## config.mk

```make
export PLATFORM = sky130hd
export DESIGN_NAME = draw_cfg_ctl_flat
export DESIGN_NICKNAME = d
export VERILOG_FILES = /design/src/rtl/vga_pkg.sv /design/src/rtl/vga_if.sv /design/src/rtl/cfg_shadow_regs.sv /design/src/rtl/draw_cfg_ctl.sv /design/src/flat_wrapper.sv
export SDC_FILE = /design/constraint.sdc
export NUM_CORES = 1
export LEC_CHECK = 0
export BUFFER_PORTS_ARGS = -buffer_cell sky130_fd_sc_hd__buf_2
export CAP_MARGIN = 30
export CORE_UTILIZATION = 35
export DETAILED_ROUTE_END_ITERATION = 10
export GPL_TIMING_DRIVEN = 1
export PLACE_DENSITY = 0.64
export SYNTH_ARGS = -nofsm -noshare
export SYNTH_HDL_FRONTEND = slang
export SYNTH_HIERARCHICAL = 1
export SYNTH_SLANG_ARGS = --single-unit
```

## constraint.sdc

```tcl
create_clock -name clk -period 4.9 [get_ports clk]
set_input_delay 0.735 -clock clk [delete_from_list [all_inputs] [get_ports clk]]
set_output_delay 0.735 -clock clk [all_outputs]
set_load 0.01 [all_outputs]
```

## src/rtl/vga_pkg.sv

```systemverilog
// Shared types and widths for the VGA drawing pipeline.
package vga_pkg;

  localparam int unsigned CFG_DATA_W  = 12;
  localparam int unsigned COLOR_W     = 12;
  localparam int unsigned POS_W       = 12;
  localparam int unsigned FRAME_CNT_W = 16;

  // Config register map seen by the mouse/UART write source.
  typedef enum logic [1:0] {
    CFG_FRAME_COLOR = 2'd0,
    CFG_RECT_X      = 2'd1,
    CFG_RECT_Y      = 2'd2,
    CFG_RSVD        = 2'd3
  } cfg_addr_e;

endpackage

```

## src/rtl/vga_if.sv

```systemverilog
// VGA timing bus; this slice of the pipeline only needs vertical blanking.
interface vga_if;

  logic vblnk;

  modport in  (input  vblnk);
  modport out (output vblnk);

endinterface

```

## src/rtl/cfg_shadow_regs.sv

```systemverilog
// Shadow/active register pairs: writes land in the shadows, the apply strobe
// copies all three shadows into the active outputs at once.
module cfg_shadow_regs
  import vga_pkg::*;
#(
  parameter logic [COLOR_W-1:0] FRAME_COLOR_INIT = 12'h0_0_0,
  parameter logic [POS_W-1:0]   RECT_X_INIT      = 12'd0,
  parameter logic [POS_W-1:0]   RECT_Y_INIT      = 12'd0
) (
  input  logic                  clk,
  input  logic                  rst,
  input  logic                  i_we,
  input  cfg_addr_e             i_addr,
  input  logic [CFG_DATA_W-1:0] i_data,
  input  logic                  i_apply,
  output logic [COLOR_W-1:0]    o_frame_color,
  output logic [POS_W-1:0]      o_rect_xpos,
  output logic [POS_W-1:0]      o_rect_ypos
);

  logic [COLOR_W-1:0] r_sh_color;
  logic [POS_W-1:0]   r_sh_x;
  logic [POS_W-1:0]   r_sh_y;
  logic [COLOR_W-1:0] r_color;
  logic [POS_W-1:0]   r_x;
  logic [POS_W-1:0]   r_y;

  // Shadow bank: last write per address wins; reserved address is a no-op.
  always_ff @(posedge clk) begin
    if (!rst) begin
      r_sh_color <= FRAME_COLOR_INIT;
      r_sh_x     <= RECT_X_INIT;
      r_sh_y     <= RECT_Y_INIT;
    end else if (i_we) begin
      case (i_addr)
        CFG_FRAME_COLOR: r_sh_color <= i_data;
        CFG_RECT_X:      r_sh_x     <= i_data;
        CFG_RECT_Y:      r_sh_y     <= i_data;
        default:         ;
      endcase
    end
  end

  // Active bank: only moves on the apply strobe, so it is stable all frame.
  always_ff @(posedge clk) begin
    if (!rst) begin
      r_color <= FRAME_COLOR_INIT;
      r_x     <= RECT_X_INIT;
      r_y     <= RECT_Y_INIT;
    end else if (i_apply) begin
      r_color <= r_sh_color;
      r_x     <= r_sh_x;
      r_y     <= r_sh_y;
    end
  end

  assign o_frame_color = r_color;
  assign o_rect_xpos   = r_x;
  assign o_rect_ypos   = r_y;

endmodule

```

## src/rtl/draw_cfg_ctl.sv

```systemverilog
// Frame-synchronous config controller: collects writes during the frame and
// applies them in a single cycle after the vblnk rising edge.
module draw_cfg_ctl
  import vga_pkg::*;
#(
  parameter logic [COLOR_W-1:0] FRAME_COLOR_INIT = 12'h0_0_0,
  parameter logic [POS_W-1:0]   RECT_X_INIT      = 12'd0,
  parameter logic [POS_W-1:0]   RECT_Y_INIT      = 12'd0
) (
  input  logic                   clk,
  input  logic                   rst,
  vga_if.in                      vga_in,
  input  logic                   cfg_valid,
  output logic                   cfg_ready,
  input  logic [1:0]             cfg_addr,
  input  logic [CFG_DATA_W-1:0]  cfg_data,
  output logic [COLOR_W-1:0]     frame_color,
  output logic [POS_W-1:0]       rect_xpos,
  output logic [POS_W-1:0]       rect_ypos,
  output logic                   frame_tick,
  output logic [FRAME_CNT_W-1:0] frame_cnt
);

  typedef enum logic [1:0] {
    StIdle    = 2'd0,
    StPending = 2'd1,
    StApply   = 2'd2
  } state_e;

  state_e                 r_state;
  state_e                 w_state_nxt;
  logic                   r_load;      // APPLY was entered with shadow writes outstanding
  logic                   w_load_nxt;
  logic                   r_vblnk;
  logic [FRAME_CNT_W-1:0] r_frame_cnt;

  cfg_addr_e w_addr;
  logic      w_hs;
  logic      w_hs_live;
  logic      w_vblnk_rise;
  logic      w_apply;

  assign w_addr       = cfg_addr_e'(cfg_addr);
  assign w_hs         = cfg_valid && cfg_ready;
  assign w_hs_live    = w_hs && (w_addr != CFG_RSVD);
  assign w_vblnk_rise = vga_in.vblnk && !r_vblnk;

  // State register, apply-load flag and vblnk history.
  always_ff @(posedge clk) begin
    if (!rst) begin
      r_state <= StIdle;
      r_load  <= 1'b0;
      r_vblnk <= 1'b0;
    end else begin
      r_state <= w_state_nxt;
      r_load  <= w_load_nxt;
      r_vblnk <= vga_in.vblnk;
    end
  end

  // Next state; a write in the edge cycle still counts toward this apply.
  always_comb begin
    w_state_nxt = r_state;
    w_load_nxt  = r_load;
    case (r_state)
      StIdle: begin
        if (w_vblnk_rise) begin
          w_state_nxt = StApply;
          w_load_nxt  = w_hs_live;
        end else if (w_hs_live) begin
          w_state_nxt = StPending;
        end
      end
      StPending: begin
        if (w_vblnk_rise) begin
          w_state_nxt = StApply;
          w_load_nxt  = 1'b1;
        end
      end
      StApply: begin
        w_state_nxt = StIdle;
        w_load_nxt  = 1'b0;
      end
      default: begin
        w_state_nxt = StIdle;
        w_load_nxt  = 1'b0;
      end
    endcase
  end

  // Outputs decoded from state; reset forces the handshake and tick low.
  always_comb begin
    cfg_ready  = rst && (r_state != StApply);
    frame_tick = rst && (r_state == StApply);
    w_apply    = frame_tick && r_load;
  end

  // Frame counter, wraps naturally at 2^16.
  always_ff @(posedge clk) begin
    if (!rst) begin
      r_frame_cnt <= '0;
    end else if (frame_tick) begin
      r_frame_cnt <= r_frame_cnt + FRAME_CNT_W'(1);
    end
  end

  assign frame_cnt = r_frame_cnt;

  cfg_shadow_regs #(
    .FRAME_COLOR_INIT (FRAME_COLOR_INIT),
    .RECT_X_INIT      (RECT_X_INIT),
    .RECT_Y_INIT      (RECT_Y_INIT)
  ) u_shadow (
    .clk           (clk),
    .rst           (rst),
    .i_we          (w_hs),
    .i_addr        (w_addr),
    .i_data        (cfg_data),
    .i_apply       (w_apply),
    .o_frame_color (frame_color),
    .o_rect_xpos   (rect_xpos),
    .o_rect_ypos   (rect_ypos)
  );

endmodule

```

## src/flat_wrapper.sv

```systemverilog
// flat-port wrapper written by rule: the top's interface ports become plain ports
module draw_cfg_ctl_flat import vga_pkg::*;
#(
  parameter logic [COLOR_W-1:0] FRAME_COLOR_INIT = 12'h0_0_0,
  parameter logic [POS_W-1:0]   RECT_X_INIT      = 12'd0,
  parameter logic [POS_W-1:0]   RECT_Y_INIT      = 12'd0
)
  (clk, rst, cfg_valid, cfg_ready, cfg_addr, cfg_data, frame_color, rect_xpos, rect_ypos, frame_tick, frame_cnt, vga_in_vblnk);
  vga_if vga_in_i ();
  input  logic clk;
  input  logic rst;
  input  logic cfg_valid;
  output logic cfg_ready;
  input  logic [1:0] cfg_addr;
  input  logic [CFG_DATA_W-1:0] cfg_data;
  output logic [COLOR_W-1:0] frame_color;
  output logic [POS_W-1:0] rect_xpos;
  output logic [POS_W-1:0] rect_ypos;
  output logic frame_tick;
  output logic [FRAME_CNT_W-1:0] frame_cnt;
  input wire logic [$bits(vga_in_i.vblnk)-1:0] vga_in_vblnk;
  assign vga_in_i.vblnk = vga_in_vblnk;
  draw_cfg_ctl #(.FRAME_COLOR_INIT(FRAME_COLOR_INIT), .RECT_X_INIT(RECT_X_INIT), .RECT_Y_INIT(RECT_Y_INIT)) u_core (.clk(clk), .rst(rst), .vga_in(vga_in_i), .cfg_valid(cfg_valid), .cfg_ready(cfg_ready), .cfg_addr(cfg_addr), .cfg_data(cfg_data), .frame_color(frame_color), .rect_xpos(rect_xpos), .rect_ypos(rect_ypos), .frame_tick(frame_tick), .frame_cnt(frame_cnt));
endmodule
```

==> metrics.txt, run 1 <==
RSZ-0062 raised after global routing=false; CTS HTree Levels=3; crit end category=primary output; Worst-Margin Slew=842.6 ps; Final Cycle Share=53.25%; DP Area=approximately 4000 um2; Via density=roughly 4.5; die area=~11000 um2; crit-path max FO=slightly above 90; Reg power frac=a little under three fifths; root buf cell=clkbuf_8; PortBufs=71; Setup Viol. Count Final=0; Worst Hold Path Cells=2; share of cells above drive strength 1=21.63%; TritonCTS buffer count=9; Max Cap Viol=0; antenna violations before repair=0; largest net degree at the start of global routing=94; Async S/R FF share, synth=0%; Worst R2R Setup Slack=~3000 ps; final WL=7312 um; Mean Syn Cell Area=10.38 um2; Critical Path Start Type=primary input; grt ovf=0; hold buffers post-CTS=0; top-area cell type share of the netlist area=around half; Yosys top cell by area=dfxtp_1; worst flop-to-flop path startpoint=u_core/r_state[0]; Cell variety after synth=35; hold_sp=u_core/u_shadow/r_sh_x[3]; cts repair resizes=0; Horiz. Die Dim=103.5 um; Initial DRC Count=between 100 and 150; Pleak=roughly 1.8 nW; Mapped Nets=around 370; Longest Clk Path Bufs=2; Max Clk Rate=approximately 380 MHz; Post-CTS Repair Setup Buffers=0; yosys warns=6; final count of pins violating max slew=0; Sw Share=between 20% and 30%; worst reg2reg endpoint=u_core/u_shadow/r_sh_color[1]; initial core utilization=between 30 and 40%; cell internal pwr=roughly 1.0 mW; Comb pwr share=~4.3%; vias in the first global route=2357; placeable core region=9864 um2; first drt pass iteration count=4; Reg2Reg Depth=4; clk_lat worst skew=360 ps; vias post-DR=roughly 2500; Std-Cell Rows=36; clock sinks=92; Final HPWL DP=5037 um; I/O Pins=72; main area contributors after synthesis=dfxtp_1 (51%), mux2i_1 (20%), nor2b_1 (6.6%); first-pass GRT wire length=around 12000 um; # diodes=0; outcome=finished clean; final instance area=roughly 4200 um2; routed wire length per instance=13.32 um; Post-synth EDFFs=0; Setup TNS Final=0 ps; Post-Syn Area=3603 um2; Final GP Congestion=between 0.7 and 0.8; PwrDens=318.6 nW/um2; CTS tree=built; slew margin rel.=a little over two fifths; cells after synthesis=347; NetSw=0.2994 mW; total track usage=14.58%; Tmin final=roughly 2600 ps; maximum vdd drop=126.3 uV; sequential-to-total area share from yosys stat=between 50% and 60%; Syn-to-layout area delta=17.01%; ANT nets after route=0; synthesized flop and latch total=between 90 and 100; final core utilization=approximately 43%; DR DRC count=0; Worst Path Class, Setup=primary input to primary output; crit path DAT=around 1900 ps; Die Ht=103.5 um; Main synth FF type=dfxtp_1; clock share of power=39.0%; Crit path required time=between 4000 and 5000 ps; Nets=between 400 and 500; clk_skew=8.090 ps; HP Class=flip-flop to flip-flop; Hold Vio Cnt, Final=0; Worst-path clk slew=80 ps; hold endpoint=u_core/u_shadow/r_sh_x[3]
## placed cells by master, fill, tap and decap left out, types with 4 or more instances in the layout
cell type  instances
a21oi_1            5
buf_2             71
clkbuf_8          11
dfxtp_1           92
mux2i_1           73
nand2_1           55
nand3_1            4
nand4_1            5
nor2_1            11
nor2b_1           38
o21ai_0            4
xnor2_1            4
xor2_1             4
## flip-flops by register name, indices dropped and copies added (netlist names)
signal,count
u_core/u_shadow/o_rect_ypos,12
u_core/r_load,1
u_core/u_shadow/o_frame_color,12
u_core/u_shadow/o_rect_xpos,12
u_core/r_vblnk,1
u_core/u_shadow/r_sh_color,12
u_core/u_shadow/r_sh_x,12
u_core/r_state,2
u_core/frame_cnt,16
u_core/u_shadow/r_sh_y,12
## metrics by stage
stage               hold slack [ps]  std cells  setup WS [ps]  power, mW
global placement              443.2        532           2051     0.8360
global route                  477.1        549           2181      1.399
detailed placement            448.9        533           1969     0.8374
finish                        463.9        549           2291      1.343
CTS                           466.7        549           2282      1.358
floorplan                     434.4        347           2843     0.8191
## Yosys cell counts (3+ instances only)
cell,n
a21oi_1,5
and2_1,3
and3_1,3
buf_2,5
buf_6,7
clkbuf_1,6
dfxtp_1,92
mux2i_1,73
nand2_1,55
nand3_1,4
nand4_1,5
nor2_1,11
nor2b_1,38
nor3_1,3
o21ai_0,4
or3_1,3
xnor2_1,4
xor2_1,4
## power by group through the flow
stage                     Clock, mW  Sequential, mW  Combinational, mW
final                         0.524           0.761             0.0582
after global routing          0.573           0.763             0.0639
after CTS                     0.538           0.761             0.0588
after detailed placement          0           0.779             0.0586
after global placement            0           0.779             0.0574
after floorplan                   0           0.778             0.0413
## how the worst max path moves through the flow
| stage | startpoint | cells after the start | end |
|---|---|---|---|
| 2_1_floorplan | rst | 6 | u_core/frame_cnt[15] |
| 3_3_place_gp | rst | 5 | u_core/u_shadow/r_sh_color[2] |
| 3_5_place_dp | rst | 5 | u_core/u_shadow/r_sh_color[1] |
| 4_1_cts | rst | 4 | cfg_ready |
| 5_1_grt | rst | 5 | u_core/u_shadow/r_sh_y[10] |
| 6_report | rst | 4 | cfg_ready |
## layout make-up
class | instances | area [um2]
Clock buffer | 13 | 158.9
Clock inverter | 3 | 45.04
Fill cell | 966 | 5648
Inverter | 2 | 7.507
Multi-Input combinational cell | 233 | 1614
Sequential cell | 92 | 1842
Tap cell | 133 | 166.4
Timing Repair Buffer | 73 | 382.9
## critical path, stage by stage
cell    delay [ps]
buf_2          100
buf_4          600
and2_1         260
buf_2          140
## metal layers
| layer | share of wire, % | track usage, % | vias up |
|---|---|---|---|
| met5 | 0 | 0 | - |
| met3 | 5.3 | 4.234 | 16 |
| met2 | 43 | 21.50 | 50 |
| li1 | - | - | 1293 |
| met4 | 3.2 | 8.667 | 0 |
| met1 | 49 | 18.90 | 1132 |
## cells by family after synthesis
kind of cell,share of synthesized area (%)
muxes,20.28
DFF,51.11
xor gates and xnor gates,1.944
buffers and inverters,4.132
and+or+nand+nor,19.83
AOI/OAI and AO/OA,2.361
adders and majority gates,0.3472
Power figures use the tool's default switching activity.
==> inputs of run 2 (changes only) <==
--- a/config.mk
+++ b/config.mk
@@ -5,6 +5,7 @@
 export SDC_FILE = /design/constraint.sdc
 export NUM_CORES = 1
 export LEC_CHECK = 0
+export ABC_AREA = 1
 export BUFFER_PORTS_ARGS = -buffer_cell sky130_fd_sc_hd__buf_2
 export CAP_MARGIN = 30
 export CORE_UTILIZATION = 35
==> constraint.sdc (replaced) <==
create_clock -name clk -period 2.5 [get_ports clk]
set_input_delay 0.375 -clock clk [delete_from_list [all_inputs] [get_ports clk]]
set_output_delay 0.375 -clock clk [all_outputs]
set_load 0.01 [all_outputs]
==> run 2 against run 1 <==
  * Count of clock-buffer cells in the layout down 4
  * Largest cell class unchanged
  * Critical path depth fell by 1
  * Highest routed layer unchanged
  * Die area up 3.8%
  * Critical path type is now flip-flop to primary output
  * Via count grew 30%
  * Non-clock buffer count is 3 higher
==> metrics.txt, run 2 <==
hold endpoint=u_core/r_vblnk; gate family responsible for the most delay along the worst path=flip-flops; clock sinks=92; Tmin final=roughly 1600 ps; Post-Syn Area=~3700 um2; antenna violations before repair=0; maximum vdd drop=between 200 and 300 uV; Max Clk Rate=608.6 MHz; cts repair resizes=0; RSZ-0062 raised after global routing=false; Post-CTS Repair Setup Buffers=0; Final HPWL DP=about 5800 um; Longest Clk Path Bufs=2; vias post-DR=approximately 3200; PwrDens=624.9 nW/um2; main area contributors after synthesis=dfxtp_1 (49%), nor2_1 (11%), nand2_1 (9.1%); Mean Syn Cell Area=7.425 um2; Final GP Congestion=0.7343; dpl ws=around 580 ps; PortBufs=a little over 70; Post-synth top cells=nor2_1 (106), dfxtp_1 (92), nand2_1 (91); Final WS setup=~860 ps; commonest non-fill, non-tap cell in the layout=nor2_1; CP peak stage delay=about 480 ps; layout filler cell count=1077; routed wire length per instance=between 10 and 15 um; placeable core region=between 10000 and 15000 um2; ANT nets after route=0; CTS HTree Levels=3; first drt pass iteration count=4; crit-path max FO=5; CP bufs+invs=2; grt ovf=0; final core utilization=a little over two fifths; Mapped Nets=523; final count of pins violating max slew=0; Worst Hold Path Cells=3; Horiz. Die Dim=about 110 um; top-area cell type share of the netlist area=between 40 and 50%; total track usage=between 10% and 20%; hold_sp=vga_in_vblnk; Worst Path Class, Setup=flip-flop to primary output; Main synth FF type=dfxtp_1; outcome=finished clean; worst flop-to-flop path startpoint=u_core/r_state[0]; synthesized flop and latch total=92; TritonCTS buffer count=9; clk_lat worst skew=approximately 370 ps; first-pass GRT wire length=13590 um; DR DRC count=0; vias in the first global route=2852; Pleak=approximately 2.2 nW; max reg flops=16; largest net degree at the start of global routing=51; sequential-to-total area share from yosys stat=slightly below 50%; Fin Hold WS=around 220 ps; crit end category=primary output; clk_skew=12.15 ps; Final Cycle Share=65.72%; HP Class=primary input to flip-flop; Std-Cell Rows=37; yosys warns=6; Async S/R FF share, synth=0%; Syn-to-layout area delta=16.18%; CP Depth=3; CTS tree=built; hold buffers post-CTS=0; Die Ht=~110 um; Setup TNS Final=0 ps; Critical Path Start Type=flip-flop; die area=about 11000 um2; Max Cap Viol=0; final WL=a little over 8000 um; Cell variety after synth=30; Hold Vio Cnt, Final=0; Nets=between 500 and 600; crit path DAT=about 1300 ps; cells after synthesis=504; Setup Viol. Count Final=0; share of cells above drive strength 1=18.25%; crit-path cells=nand3_4 -> inv_1 -> buf_2; Initial DRC Count=around 150; Yosys top cell by area=dfxtp_1; Post-synth EDFFs=0; initial core utilization=a little over a third; # diodes=0; Via density=4.575; Worst-Margin Slew=~490 ps; Reg2Reg Depth=7; CP max stage cell=dfxtp_1; I/O Pins=72; commonest non-fill, non-tap cells in the layout=nor2_1 (105), dfxtp_1 (92), nand2_1 (91); Crit path required time=2120 ps; worst reg2reg endpoint=u_core/u_shadow/r_sh_x[11]; slew margin rel.=between 60% and 70%; Worst R2R Setup Slack=870 ps; Power Total=between 2 and 3 mW; count leader, synth=nor2_1; root buf cell=clkbuf_8; Worst-path clk slew=roughly 90 ps
run 2: changes by cell type in the layout (fill, tap and decap cells not counted), moves of 4 or more:
cell / change
xnor2_1: -4
mux2i_1: -73
a21oi_1: +40
nand2_1: +36
nor2b_1: -38
nand3_1: +14
inv_1: +57
o21ai_0: +37
nor2_1: +94
buf_4: +4
run 2: worst max-delay path by stage:
stage | from | slack (ps) | end
after floorplan | u_core/r_state[0] | 1070 | u_core/u_shadow/r_sh_x[0]
after global routing | u_core/r_state[1] | 710 | u_core/u_shadow/o_frame_color[7]
after global placement | rst | 620 | u_core/u_shadow/o_frame_color[3]
after CTS | u_core/r_state[1] | 820 | frame_tick
final | u_core/r_state[1] | 860 | frame_tick
after detailed placement | rst | 580 | u_core/u_shadow/o_frame_color[11]
run 2: layout make-up:
type / instances / area [um2] / share of cell area [%]
timing repair buffer: 76 / 392.9 / 9.036
sequential: 92 / 1842 / 42.36
tap: 136 / 170.2 / 3.914
clock buffer: 9 / 123.9 / 2.849
inverter: 61 / 229.0 / 5.266
clock inverter: 7 / 91.34 / 2.101
multi-input combinational: 325 / 1499 / 34.47
run 2: stage by stage:
stage,std cells,instance area [um2]
after global routing,706,4348
after detailed placement,690,4133
after floorplan,504,3742
after CTS,706,4348
after global placement,690,4133
final,706,4348
run 2: cells by family after synthesis:
| family | share of synthesized area [%] |
|---|---|
| AO/OA/AOI/OAI | 12.37 |
| buffers and inverters | 10.93 |
| AND/OR/NAND/NOR | 26.91 |
| flip-flops | 49.21 |
| XOR/XNOR | 0.2341 |
| adder cells (fa/ha/maj) | 0.3343 |
run 2: worst register-to-register path, cell delays in order (launching register included):
cell     delay [ps]
dfxtp_1         320
inv_1           110
a21oi_2         230
and2_1          320
nand3_4         280
nand2_1         150
nand2_1          60
nor2_1          110
run 2: where the power goes:
| group | internal, mW | switching [mW] | total, mW | leakage [nW] |
|---|---|---|---|---|
| logic | 0.0504 | 0.108 | 0.159 | 1.35 |
| registers | 1.49 | 0.0124 | 1.50 | 0.744 |
| clock network | 0.486 | 0.569 | 1.05 | 0.105 |
| total | 2.03 | 0.689 | 2.72 | 2.20 |
run 2: routing by layer:
layer	share of wire [%]	global-route usage, %	vias to the layer above	routed length (um)
met5	0	0	-	0
met4	1.3	5.131	0	104
met3	5.3	4.886	11	437
met2	48	25.00	57	3975
met1	45	19.41	1465	3716
li1	-	-	1697	-
